[config.mk]
export PLATFORM = sky130hd
export DESIGN_NAME = seq_stream_ctrl
export DESIGN_NICKNAME = d
export VERILOG_FILES = /design/src/rtl/seq_stream_ctrl.sv
export SDC_FILE = /design/constraint.sdc
export NUM_CORES = 1
export LEC_CHECK = 0
export ABC_AREA = 1
export BUFFER_PORTS_ARGS = -buffer_cell sky130_fd_sc_hd__buf_4
export CORE_ASPECT_RATIO = 0.5
export CORE_MARGIN = 2
export CORE_UTILIZATION = 50
export DETAILED_ROUTE_END_ITERATION = 8
export PLACE_DENSITY = 0.74
export SLEW_MARGIN = 20
export SYNTH_ARGS = -nofsm -noshare
export SYNTH_HDL_FRONTEND = slang
export SYNTH_SLANG_ARGS = --single-unit
[constraint.sdc]
create_clock -name clock -period 1.8 [get_ports clock]
set_input_delay 0.36 -clock clock [delete_from_list [all_inputs] [get_ports clock]]
set_output_delay 0.36 -clock clock [all_outputs]
set_load 0.005 [all_outputs]
[src/rtl/seq_stream_ctrl.sv]
// Run sequencer for the serial sequence detector.
// Clears the detector, shifts a pattern LSB first, drains it and counts hits.
module seq_stream_ctrl #(
    parameter int PAT_W     = 16,
    parameter int CNT_W     = 6,
    parameter int FLUSH_CYC = 3,
    localparam int LEN_W    = $clog2(PAT_W + 1),
    localparam int OFS_W    = LEN_W + 2
) (
    input  logic             clock,
    input  logic             reset,
    input  logic             start,
    input  logic [PAT_W-1:0] pattern,
    input  logic [LEN_W-1:0] len,
    output logic             det_reset,
    output logic             det_in,
    input  logic             det_success,
    output logic             busy,
    output logic             done,
    output logic [CNT_W-1:0] hits,
    output logic             overflow,
    output logic [OFS_W-1:0] first_hit_cyc
);

    localparam int IDX_W = (PAT_W > 1) ? $clog2(PAT_W) : 1;

    typedef enum logic [2:0] {
        S_IDLE,
        S_CLEAR,
        S_SHIFT,
        S_FLUSH,
        S_DONE
    } state_e;

    state_e             state_q, state_d;
    logic [PAT_W-1:0]   pat_q, pat_d;
    logic [LEN_W-1:0]   len_q, len_d;
    logic [OFS_W-1:0]   ofs_q, ofs_d;
    logic [CNT_W-1:0]   hits_q, hits_d;
    logic               ovf_q, ovf_d;
    logic [OFS_W-1:0]   first_q, first_d;
    logic               det_reset_q, det_reset_d;
    logic               det_in_q, det_in_d;
    logic               busy_q, busy_d;
    logic               done_q, done_d;
    logic               armed_q;
    logic [LEN_W-1:0]   len_clamp;
    logic [OFS_W-1:0]   shift_end;
    logic [OFS_W-1:0]   flush_end;

    always_comb begin
        state_d   = state_q;
        pat_d     = pat_q;
        len_d     = len_q;
        ofs_d     = ofs_q;
        hits_d    = hits_q;
        ovf_d     = ovf_q;
        first_d   = first_q;
        len_clamp = (len > LEN_W'(PAT_W)) ? LEN_W'(PAT_W) : len;
        shift_end = OFS_W'(len_q) - OFS_W'(1);
        flush_end = OFS_W'(len_q) + OFS_W'(FLUSH_CYC) - OFS_W'(1);

        unique case (state_q)
            S_IDLE: begin
                if (start) begin
                    pat_d   = pattern;
                    len_d   = len_clamp;
                    ofs_d   = '0;
                    hits_d  = '0;
                    ovf_d   = 1'b0;
                    first_d = '1;
                    state_d = (len_clamp != '0) ? S_CLEAR : S_DONE;
                end
            end
            S_CLEAR: begin
                ofs_d   = '0;
                state_d = S_SHIFT;
            end
            S_SHIFT: begin
                ofs_d = ofs_q + OFS_W'(1);
                if (ofs_q == shift_end) begin
                    state_d = (FLUSH_CYC == 0) ? S_DONE : S_FLUSH;
                end
            end
            S_FLUSH: begin
                ofs_d = ofs_q + OFS_W'(1);
                if (ofs_q == flush_end) begin
                    state_d = S_DONE;
                end
            end
            S_DONE: state_d = S_IDLE;
            default: state_d = S_IDLE;
        endcase

        // Offset keeps running through FLUSH, so it doubles as hit timestamp
        if ((state_q == S_SHIFT || state_q == S_FLUSH) && det_success) begin
            if (first_q == '1) begin
                first_d = ofs_q;
            end
            if (hits_q == '1) begin
                ovf_d = 1'b1;
            end else begin
                hits_d = hits_q + CNT_W'(1);
            end
        end

        // Outputs are registered, so they are derived from the next state
        det_in_d    = (state_d == S_SHIFT) && pat_d[ofs_d[IDX_W-1:0]];
        det_reset_d = armed_q && (state_d != S_CLEAR);
        busy_d      = (state_d != S_IDLE);
        done_d      = (state_d == S_DONE);
    end

    always_ff @(posedge clock or negedge reset) begin
        if (!reset) begin
            state_q     <= S_IDLE;
            pat_q       <= '0;
            len_q       <= '0;
            ofs_q       <= '0;
            hits_q      <= '0;
            ovf_q       <= 1'b0;
            first_q     <= '1;
            det_reset_q <= 1'b0;
            det_in_q    <= 1'b0;
            busy_q      <= 1'b0;
            done_q      <= 1'b0;
            armed_q     <= 1'b0;
        end else begin
            state_q     <= state_d;
            pat_q       <= pat_d;
            len_q       <= len_d;
            ofs_q       <= ofs_d;
            hits_q      <= hits_d;
            ovf_q       <= ovf_d;
            first_q     <= first_d;
            det_reset_q <= det_reset_d;
            det_in_q    <= det_in_d;
            busy_q      <= busy_d;
            done_q      <= done_d;
            armed_q     <= 1'b1;
        end
    end

    assign det_reset     = det_reset_q;
    assign det_in        = det_in_q;
    assign busy          = busy_q;
    assign done          = done_q;
    assign hits          = hits_q;
    assign overflow      = ovf_q;
    assign first_hit_cyc = first_q;

endmodule
==> flow_metrics.tcl <==
set metrics [dict create \
    required_ns 2.04 \
    core-area_um2 5022 \
    syn_nets 376 \
    cap_violations 0 \
    start_util_pct 52.91 \
    r2r-start "len_q[1]$_DFFE_PN0P_" \
    area_growth_pct 26.88 \
    setup_viol 0 \
    crit_arrival_ns 2.02 \
    peakVddDrop_mv 0.6802 \
    yosysSeqAreaShare_pct 47.41 \
    fill_cells 415 \
    rsz0062_at_grt "true" \
    postRouteAntennaNets 0 \
    antenna_cells 0 \
    cts_root_buffer "clkbuf_8" \
    final_area_um2 3372 \
    maxSlewHeadroom_pct 57.40 \
    r2r_cells 12 \
    ios 43 \
    drive_gt1_share_pct 24.63 \
    placed_cells 465 \
    power_density_nw_per_um2 1705 \
    synth_area_um2 2658 \
    worstPathCellList "inv_2 > ha_1 > or2_2 > nand2_1 > nand2_1 > nand2_1 > nor2_1 > nand3_1 > nand3_1 > nor2_1 > nand2_1 > nor2_1" \
    synth_top_area_share_pct 40.49 \
    first_global_vias 2342 \
    cts_tree "yes" \
    r2r-end "det_in$_DFF_PN0_" \
    hold_class "input pin to asynchronous set/reset pin" \
    hold_buffers 0 \
    crit_top_cell "nand2_1" \
    fin_crit_sh_pct 99.02 \
    die_x_um 107.1 \
    post-route-util_pct 67.14 \
    die_y_um 55.55 \
    path_clk_slew_ns 0.09 \
    drc 0 \
    place_area_um2 3115 \
    synth_most_common_cell "nand2_1" \
    wl_per_cell_um 13.65 \
    grt_usage_pct 22.85 \
    r2r_slack_ns 0.02 \
    worstSetupEndpointType "flip-flop" \
    rows 18 \
    instances_no_fill 480 \
    critPathKind "flip-flop to flip-flop" \
    h-tree-depth 2 \
    synthDistinctLibCells 32 \
    slowest_delay_ns 0.41 \
    synthTopCellsByCount "118 x nand2_1, 43 x dfrtp_1, 38 x inv_1, 34 x nand3_1, 26 x nor2_1" \
    post-route-min-period_ns 1.782 \
    clockBufferDepth 2 \
    cp-start-kind "flip-flop" \
    whs_ns 0.06014 \
    syn_inst 346 \
    antenna_found_initial 0 \
    grt_max_degree 51 \
    synth_seq_cells 50 \
    dieArea_um2 5949 \
    cpMaxStageDelayCell "dfrtp_1" \
    fmax_ghz 0.5611 \
    p_leak_nw 1.730 \
    yosys.area.top_type "dfrtp_1" \
    num-nets-final 439 \
    yosysWarningCount 0 \
    vias 2514 \
    skew_ns 0.008611 \
    avgSynthCellArea_um2 7.681 \
    dp_hpwl_um 4671 \
    synth_area_leaders "dfrtp_1 40%, nand2_1 17%, dfstp_2 6.9%" \
    async_reset_ff_share_pct 100.0 \
    routed_wl_um 6554 \
    cts.sinks 50 \
    finalHoldViolations 0 \
    grt_overflow 0 \
    drtPass1Iterations 7 \
    portBuffers 42 \
    grt_pass1_wl_um 10720 \
    insertion_delay_ns 0.31 \
    drtIter0Drc 159 \
    path_max_fanout 3 \
    cts_inserted_buffers 5 \
    status "completed" \
    worst_pin_slew_ns 0.6390 \
    place.gp.congestion 0.9481 \
    synthFlopType "dfrtp_1" \
    slew_violations 0 \
    synth_edf_count 0 \
    avgViaCountPerCell 5.238 \
]
==> worst max path at each step <==
stage | from | end | cells after the start
2_1_floorplan | state_q[1]$_DFF_PN0_ | det_in$_DFF_PN0_ | 11
3_3_place_gp | start | det_in$_DFF_PN0_ | 12
6_report | len_q[1]$_DFFE_PN0P_ | det_in$_DFF_PN0_ | 12
5_1_grt | len_q[2]$_DFFE_PN0P_ | det_in$_DFF_PN0_ | 13
4_1_cts | len_q[2]$_DFFE_PN0P_ | det_in$_DFF_PN0_ | 13
3_5_place_dp | len_q[1]$_DFFE_PN0P_ | det_in$_DFF_PN0_ | 13
==> layout by cell type (no fill, tap or decap), types with 2 or more instances in the layout <==
cell / netlist / routed
nor3_1: 5 / 5
ha_1: 5 / 3
a21oi_1: 5 / 5
nor2_1: 26 / 22
bufinv_16: 0 / 2
buf_4: 2 / 60
nand2_4: 1 / 2
nor2_2: 2 / 4
nand4_1: 2 / 2
inv_2: 3 / 5
dfstp_2: 7 / 7
or2_2: 2 / 2
o21ai_1: 0 / 2
nand3_1: 34 / 34
xor2_1: 7 / 6
nand2_1: 118 / 117
clkbuf_8: 0 / 6
xnor2_1: 2 / 2
dfrtp_1: 43 / 42
o22ai_1: 11 / 10
nor2_4: 1 / 3
inv_1: 38 / 36
o21ai_0: 20 / 18
==> report_power, final <==
group | total, mW | switching, mW | leakage, nW | internal (mW)
clock network | 0.979 | 0.386 | 0.0714 | 0.593
registers | 1.86 | 0.301 | 0.621 | 1.56
logic | 2.91 | 1.70 | 1.04 | 1.21
total | 5.75 | 2.39 | 1.73 | 3.36
==> kinds of logic (layout without fill, tap and decap cells) <==
family,after synthesis,after routing,synth area share [%]
buffers and inverters,47,111,7.344
other,1,1,0.1411
flip-flops,50,50,47.41
XOR/XNOR,9,9,2.966
AND/OR/NAND/NOR,194,194,31.17
adder cells (fa/ha/maj),5,5,2.354
AO/OA/AOI/OAI,40,40,8.616
==> layout make-up <==
class | instances | area, um2 | share of cell area, %
timing repair buffer | 61 | 461.7 | 13.69
clock inverter | 2 | 60.06 | 1.781
clock buffer | 6 | 82.58 | 2.449
multi-input combinational | 249 | 1259 | 37.33
inverter | 42 | 160.2 | 4.750
tap | 70 | 87.58 | 2.597
sequential | 50 | 1261 | 37.40
==> worst max-delay path, delay by kind of cell, from the launching register on <==
family	cells	cell delay, ns
adder cells (fa/ha/maj)	1	0.23
buffers and inverters	1	0.08
flip-flops	1	0.41
AND/OR/NAND/NOR	10	0.98
==> through the flow <==
stage | TNS, ns | worst slack [ns] | total power [mW]
6_report | 0 | 0.01763 | 5.750
3_3_place_gp | 0 | 0.06325 | 4.370
5_1_grt | -0.1715 | -0.06967 | 6.206
3_5_place_dp | -0.001221 | -0.001221 | 4.481
4_1_cts | 0 | 0.001147 | 5.578
2_1_floorplan | 0 | 0.1381 | 3.616
==> sequential cells by signal, summed over array words and instances, names as in the netlist <==
signal / flops
det_reset: 1
armed_q: 1
ofs_q: 7
first_hit_cyc: 7
det_in: 1
busy: 1
len_q: 5
state_q: 3
overflow: 1
hits: 6
pat_q: 16
done: 1
==> repair_timing <==
action	in CTS	in global routing
buffers inserted	5	2
setup endpoints to repair	1	7
pin swaps	2	4
resized for setup	1	17
==> routing by layer <==
metal,up-vias,wire (um),track usage (%)
met3,14,410,4.014
met2,87,3171,37.43
met1,1181,2884,31.49
li1,1232,-,-
met5,-,0,0
met4,0,88,6.122
No activity file was read; power rests on OpenSTA's default activity.
